`src/rtl/mem_pkg.sv`:
```
// Shared definitions for the IF/MEM SRAM bus arbiter: FSM state encodings,
// default bus widths and the instruction substituted when fetch loses the bus.
package mem_pkg;

  localparam int MEM_ADDR_W = 18;
  localparam int MEM_DATA_W = 16;

  localparam logic [MEM_DATA_W-1:0] NOP_INSN = 16'h0800;

  typedef enum logic [1:0] {
    S_FETCH    = 2'd0,
    S_WR_SETUP = 2'd1,
    S_WR_PULSE = 2'd2
  } arb_state_e;

endpackage

```
`src/rtl/mem_arbiter_if.sv`:
```
// Bundles the pipeline-side handshake and the SRAM-side bus of mem_arbiter.
// slave: the arbiter's view. master: the pipeline plus SRAM environment.
interface mem_arbiter_if #(
  parameter int ADDR_W = mem_pkg::MEM_ADDR_W,
  parameter int DATA_W = mem_pkg::MEM_DATA_W
);

  logic [15:0]       if_addr;
  logic [DATA_W-1:0] if_data;
  logic [15:0]       mem_addr;
  logic [DATA_W-1:0] mem_wdata;
  logic              mem_read;
  logic              mem_write;
  logic [DATA_W-1:0] mem_rdata;
  logic              mem_conflict;
  logic              mem_hold;

  logic [ADDR_W-1:0] ram_addr;
  logic [DATA_W-1:0] ram_dq_o;
  logic [DATA_W-1:0] ram_dq_i;
  logic              ram_dq_oe;
  logic              ram_oe_n;
  logic              ram_we_n;
  logic              ram_ce_n;

  modport slave (
    input  if_addr, mem_addr, mem_wdata, mem_read, mem_write, ram_dq_i,
    output if_data, mem_rdata, mem_conflict, mem_hold,
           ram_addr, ram_dq_o, ram_dq_oe, ram_oe_n, ram_we_n, ram_ce_n
  );

  modport master (
    output if_addr, mem_addr, mem_wdata, mem_read, mem_write, ram_dq_i,
    input  if_data, mem_rdata, mem_conflict, mem_hold,
           ram_addr, ram_dq_o, ram_dq_oe, ram_oe_n, ram_we_n, ram_ce_n
  );

endinterface

```
`src/rtl/mem_wbuf.sv`:
```
// One-entry store buffer for mem_arbiter. Holds the address/data of the store
// being written to SRAM and reports whether a load address matches it, so the
// forwarding compare lives in one place.
module mem_wbuf
  import mem_pkg::*;
#(
  parameter int DATA_W = MEM_DATA_W
) (
  input  logic              clk,
  input  logic              rst,
  input  logic              load,
  input  logic              clear,
  input  logic [15:0]       addr_in,
  input  logic [DATA_W-1:0] data_in,
  input  logic [15:0]       cmp_addr,
  output logic [15:0]       wb_addr,
  output logic [DATA_W-1:0] wb_data,
  output logic              hit
);

  logic [15:0]       wb_addr_q, wb_addr_d;
  logic [DATA_W-1:0] wb_data_q, wb_data_d;
  logic              wb_valid_q, wb_valid_d;

  // Capture a new store on load; drop validity once its write pulse is done.
  always_comb begin
    wb_addr_d  = wb_addr_q;
    wb_data_d  = wb_data_q;
    wb_valid_d = wb_valid_q;
    if (load) begin
      wb_addr_d  = addr_in;
      wb_data_d  = data_in;
      wb_valid_d = 1'b1;
    end else if (clear) begin
      wb_valid_d = 1'b0;
    end
  end

  // Buffer registers, emptied asynchronously by reset.
  always_ff @(posedge clk or negedge rst) begin
    if (!rst) begin
      wb_addr_q  <= '0;
      wb_data_q  <= '0;
      wb_valid_q <= 1'b0;
    end else begin
      wb_addr_q  <= wb_addr_d;
      wb_data_q  <= wb_data_d;
      wb_valid_q <= wb_valid_d;
    end
  end

  assign wb_addr = wb_addr_q;
  assign wb_data = wb_data_q;
  assign hit     = wb_valid_q && (cmp_addr == wb_addr_q);

endmodule

```
`src/rtl/mem_arbiter.sv`:
```
// Arbitrates the single SRAM bus between instruction fetch and the MEM stage.
// Loads take the bus in their request cycle (fetch sees NOP_INSN); stores are
// buffered and written with a setup cycle followed by a write-enable pulse.
// Optional macro MEM_ARB_WFWD_EN: loads hitting the buffered store during the
// write sequence are answered from the buffer instead of being held.
module mem_arbiter
  import mem_pkg::*;
(
  input  logic          clk,
  input  logic          rst,
  mem_arbiter_if.slave  bus
);

`ifdef MEM_ARB_WFWD_EN
  localparam bit FWD_EN = 1'b1;
`else
  localparam bit FWD_EN = 1'b0;
`endif

  arb_state_e state_q, state_d;
  logic wb_load, wb_clear, wb_hit;
  logic [15:0]         wb_addr;
  logic [MEM_DATA_W-1:0] wb_data;
  logic rd_only;

  assign rd_only = bus.mem_read && !bus.mem_write;

  mem_wbuf #(.DATA_W(MEM_DATA_W)) u_wbuf (
    .clk      (clk),
    .rst      (rst),
    .load     (wb_load),
    .clear    (wb_clear),
    .addr_in  (bus.mem_addr),
    .data_in  (bus.mem_wdata),
    .cmp_addr (bus.mem_addr),
    .wb_addr  (wb_addr),
    .wb_data  (wb_data),
    .hit      (wb_hit)
  );

  // Arbiter state register.
  always_ff @(posedge clk or negedge rst) begin
    if (!rst) state_q <= S_FETCH;
    else      state_q <= state_d;
  end

  // Sequence a store through setup and pulse; accept new stores only in fetch.
  always_comb begin
    state_d  = state_q;
    wb_load  = 1'b0;
    wb_clear = 1'b0;
    case (state_q)
      S_FETCH: begin
        if (bus.mem_write) begin
          wb_load = 1'b1;
          state_d = S_WR_SETUP;
        end
      end
      S_WR_SETUP: state_d = S_WR_PULSE;
      S_WR_PULSE: begin
        wb_clear = 1'b1;
        state_d  = S_FETCH;
      end
      default: state_d = S_FETCH;
    endcase
  end

  // Bus muxing and handshake outputs; reset forces the SRAM safe and quiet.
  always_comb begin
    bus.ram_addr     = MEM_ADDR_W'(bus.if_addr);
    bus.ram_dq_o     = '0;
    bus.ram_dq_oe    = 1'b0;
    bus.ram_oe_n     = 1'b0;
    bus.ram_we_n     = 1'b1;
    bus.if_data      = bus.ram_dq_i;
    bus.mem_rdata    = '0;
    bus.mem_conflict = 1'b0;
    bus.mem_hold     = 1'b0;
    case (state_q)
      S_FETCH: begin
        if (rd_only) begin
          bus.ram_addr     = MEM_ADDR_W'(bus.mem_addr);
          bus.mem_rdata    = bus.ram_dq_i;
          bus.if_data      = NOP_INSN;
          bus.mem_conflict = 1'b1;
        end
      end
      S_WR_SETUP, S_WR_PULSE: begin
        bus.ram_addr     = MEM_ADDR_W'(wb_addr);
        bus.ram_dq_o     = wb_data;
        bus.ram_dq_oe    = 1'b1;
        bus.ram_oe_n     = 1'b1;
        bus.ram_we_n     = (state_q == S_WR_PULSE) ? 1'b0 : 1'b1;
        bus.if_data      = NOP_INSN;
        bus.mem_conflict = 1'b1;
        if (FWD_EN && rd_only && wb_hit) begin
          bus.mem_rdata = wb_data;
        end else if (bus.mem_read || bus.mem_write) begin
          bus.mem_hold = 1'b1;
        end
      end
      default: ;
    endcase
    if (!rst) begin
      bus.ram_we_n     = 1'b1;
      bus.ram_dq_oe    = 1'b0;
      bus.mem_conflict = 1'b0;
      bus.mem_hold     = 1'b0;
    end
  end

  assign bus.ram_ce_n = !rst;

endmodule

```
`src/flat_wrapper.sv`:
```
// flat-port wrapper written by rule: the top's interface ports become plain ports
module mem_arbiter_flat import mem_pkg::*;
  (clk, rst, bus_if_addr, bus_mem_addr, bus_mem_wdata, bus_mem_read, bus_mem_write, bus_ram_dq_i, bus_if_data, bus_mem_rdata, bus_mem_conflict, bus_mem_hold, bus_ram_addr, bus_ram_dq_o, bus_ram_dq_oe, bus_ram_oe_n, bus_ram_we_n, bus_ram_ce_n);
  mem_arbiter_if bus_i ();
  input  logic clk;
  input  logic rst;
  input wire logic [$bits(bus_i.if_addr)-1:0] bus_if_addr;
  input wire logic [$bits(bus_i.mem_addr)-1:0] bus_mem_addr;
  input wire logic [$bits(bus_i.mem_wdata)-1:0] bus_mem_wdata;
  input wire logic [$bits(bus_i.mem_read)-1:0] bus_mem_read;
  input wire logic [$bits(bus_i.mem_write)-1:0] bus_mem_write;
  input wire logic [$bits(bus_i.ram_dq_i)-1:0] bus_ram_dq_i;
  output wire logic [$bits(bus_i.if_data)-1:0] bus_if_data;
  output wire logic [$bits(bus_i.mem_rdata)-1:0] bus_mem_rdata;
  output wire logic [$bits(bus_i.mem_conflict)-1:0] bus_mem_conflict;
  output wire logic [$bits(bus_i.mem_hold)-1:0] bus_mem_hold;
  output wire logic [$bits(bus_i.ram_addr)-1:0] bus_ram_addr;
  output wire logic [$bits(bus_i.ram_dq_o)-1:0] bus_ram_dq_o;
  output wire logic [$bits(bus_i.ram_dq_oe)-1:0] bus_ram_dq_oe;
  output wire logic [$bits(bus_i.ram_oe_n)-1:0] bus_ram_oe_n;
  output wire logic [$bits(bus_i.ram_we_n)-1:0] bus_ram_we_n;
  output wire logic [$bits(bus_i.ram_ce_n)-1:0] bus_ram_ce_n;
  assign bus_i.if_addr = bus_if_addr;
  assign bus_i.mem_addr = bus_mem_addr;
  assign bus_i.mem_wdata = bus_mem_wdata;
  assign bus_i.mem_read = bus_mem_read;
  assign bus_i.mem_write = bus_mem_write;
  assign bus_i.ram_dq_i = bus_ram_dq_i;
  assign bus_if_data = bus_i.if_data;
  assign bus_mem_rdata = bus_i.mem_rdata;
  assign bus_mem_conflict = bus_i.mem_conflict;
  assign bus_mem_hold = bus_i.mem_hold;
  assign bus_ram_addr = bus_i.ram_addr;
  assign bus_ram_dq_o = bus_i.ram_dq_o;
  assign bus_ram_dq_oe = bus_i.ram_dq_oe;
  assign bus_ram_oe_n = bus_i.ram_oe_n;
  assign bus_ram_we_n = bus_i.ram_we_n;
  assign bus_ram_ce_n = bus_i.ram_ce_n;
  mem_arbiter u_core (.clk(clk), .rst(rst), .bus(bus_i));
endmodule
```
`config.mk`:
```
export PLATFORM = sky130hd
export DESIGN_NAME = mem_arbiter_flat
export DESIGN_NICKNAME = d
export VERILOG_FILES = /design/src/rtl/mem_pkg.sv /design/src/rtl/mem_arbiter_if.sv /design/src/rtl/mem_wbuf.sv /design/src/rtl/mem_arbiter.sv /design/src/flat_wrapper.sv
export SDC_FILE = /design/constraint.sdc
export NUM_CORES = 1
export LEC_CHECK = 0
export CORE_UTILIZATION = 38
export CTS_CLUSTER_SIZE = 20
export DETAILED_ROUTE_END_ITERATION = 10
export PLACE_DENSITY = 0.82
export SLEW_MARGIN = 30
export SYNTH_ARGS = -nofsm -noshare
export SYNTH_HDL_FRONTEND = slang
export SYNTH_HIERARCHICAL = 1
export SYNTH_SLANG_ARGS = --single-unit
```
`constraint.sdc`:
```
create_clock -name clk -period 2.1 [get_ports clk]
set_input_delay 0.21 -clock clk [delete_from_list [all_inputs] [get_ports clk]]
set_output_delay 0.21 -clock clk [all_outputs]
set_load 0.005 [all_outputs]
```
==> out/metrics.cfg <==
[cells_and_area]
layout.cells.non_filler=448
syn2layout_area_growth_pct=84.64
layout_common_cells=clkdlybuf4s50_1, dfrtp_1, and2_1
nets=449
mostFrequentLayoutCell=clkdlybuf4s50_1
drive_gt1_share_pct=41.49
nFillCells=389
n_antenna_cell=0

[status]
status=complete, but fails checks
violations=design-rule violations, negative setup slack

[floorplan]
dieArea_sq_um=5965
boundaryPins=140
die_w_um=77.24
start_util_pct=39.30
dieHeight_um=77.24
num_rows=27
coreArea_sq_um=5473

[global_route]
grt_usage_pct=22.97
overflow=0
grt_max_degree=33
antenna_found_initial=0
grt_pass1_wl_um=10650
grt_pass1_vias=2181

[placement]
dp_hpwl_um=4428
dp_cells=413
portBuffers=137
routabilityCongestion=0.7933

[worst_setup_path]
path_class=reg2out
startpoint_type=flop
end_kind=primary output
cp.required_ns=1.89
path_max_fanout=3
arrival_ns=1.99

[clocking]
clk_path_buf_depth=2
clockRootBuffer=clkbuf_8
tritoncts=yes
cts_max_level=2
insertion_delay_ns=0.29
path_clk_slew_ns=0.07
numCtsBuffers=5
clkSinkCount=34

[sta]
setup_viol=14
tightest_slew_ns=0.5694
max-slew-margin-rel_pct=61.91
period_share_pct=104.6
fin_worst_skew_ns=0.003969
whs_ns=0.03625
finalSetupTns_ns=-0.5338
hold_violations=0
worst_slack_ns=-0.09757
drv_slew=0
fin_crit_ns=2.198
rsz0062_at_grt=true
timing.fmax_mhz=455.0

[run]
maxCapViolCount=0

[yosys]
syn-instance-count=204
synth_area_sq_um=2151
syn_area_per_cell_sq_um=10.54
yosys_warnings=6

[route]
drc_errors=2
wirelength_um=6750
viasPerCell=4.752
final_antenna_net_count=0
drtIter0Drc=50
route.vias.total=2129
wire_per_inst_um=15.07
firstDrtPassIters=7

[power]
leakage_nw=1.826
p_per_area_nw_per_um2=1403
irDropWorstVdd_mv=0.8565
p_total_w=0.005570

[min_path]
hold_class=in2async

==> cell type report <==
type | instances | area [sq um] | share of cell area, %
Inverter | 19 | 71.32 | 1.796
Timing Repair Buffer | 179 | 1610 | 40.55
Sequential cell | 34 | 850.8 | 21.42
Multi-Input combinational cell | 137 | 1236 | 31.13
Clock buffer | 6 | 82.58 | 2.079
Tap cell | 72 | 90.09 | 2.268
Clock inverter | 1 | 30.03 | 0.7561
==> critical path, cell delays in order (launching register included) <==
cell,delay (ns)
dfrtp_1,0.41
buf_6,0.13
ha_4,0.16
nor4bb_4,0.35
clkbuf_16,0.20
buf_6,0.10
buf_6,0.10
a22oi_2,0.07
o21ai_2,0.06
buf_2,0.12
==> per-stage QoR <==
step	util, %	area (sq um)	setup slack [ns]
floorplan	-	2155	0.3774
global placement	67.08	3671	-0.2381
detailed placement	67.08	3671	-0.3168
CTS	73.53	4024	-0.1358
global route	72.57	3971	-0.1793
finish	72.57	3971	-0.09757
==> where the power goes <==
| group | internal [W] | switching (W) |
|---|---|---|
| logic | 0.00228 | 0.00149 |
| clock network | 0.000380 | 0.000239 |
| registers | 0.000992 | 0.000192 |
==> worst paths after layout <==
check | startpoint | endpoint | depth (start not counted) | slack [ns]
max reg2reg | u_core/state_q[1] | u_core/u_wbuf/wb_addr[14] | 7 | 0.37
min reg2reg | u_core/u_wbuf/wb_data[14] | u_core/u_wbuf/wb_data[14] | 1 | 0.50
max | u_core/state_q[0] | bus_ram_addr[11] | 9 | -0.1
min in group clk | u_core/u_wbuf/wb_data[14] | u_core/u_wbuf/wb_data[14] | 1 | 0.50
min | rst | u_core/u_wbuf/wb_addr[12] | 2 | 0.04
max in group asynchronous | rst | u_core/state_q[0] | 2 | 1.15
==> sequential cells by signal, indices dropped and copies added, names as in the netlist <==
signal	cells
u_core/u_wbuf/wb_addr	16
u_core/u_wbuf/wb_data	16
u_core/state_q	2
==> metal layers <==
metal	part of all wire (%)	vias to the layer above	wire length [um]	GRT usage (%)
met4	1.7	0	115	6.981
met3	7.4	11	501	6.310
met5	0	-	0	0
li1	-	1021	-	-
met1	40	1001	2733	26.82
met2	50	96	3399	40.53
==> repair_timing <==
action,CTS,global route
pin swaps,9,6
hold endpoints to repair,12,0
cloned,1,0
resized for setup,127,55
endpoints found under the setup margin,66,42
setup buffers,25,2
hold buffers,1,0
Power figures use the tool's default switching activity.
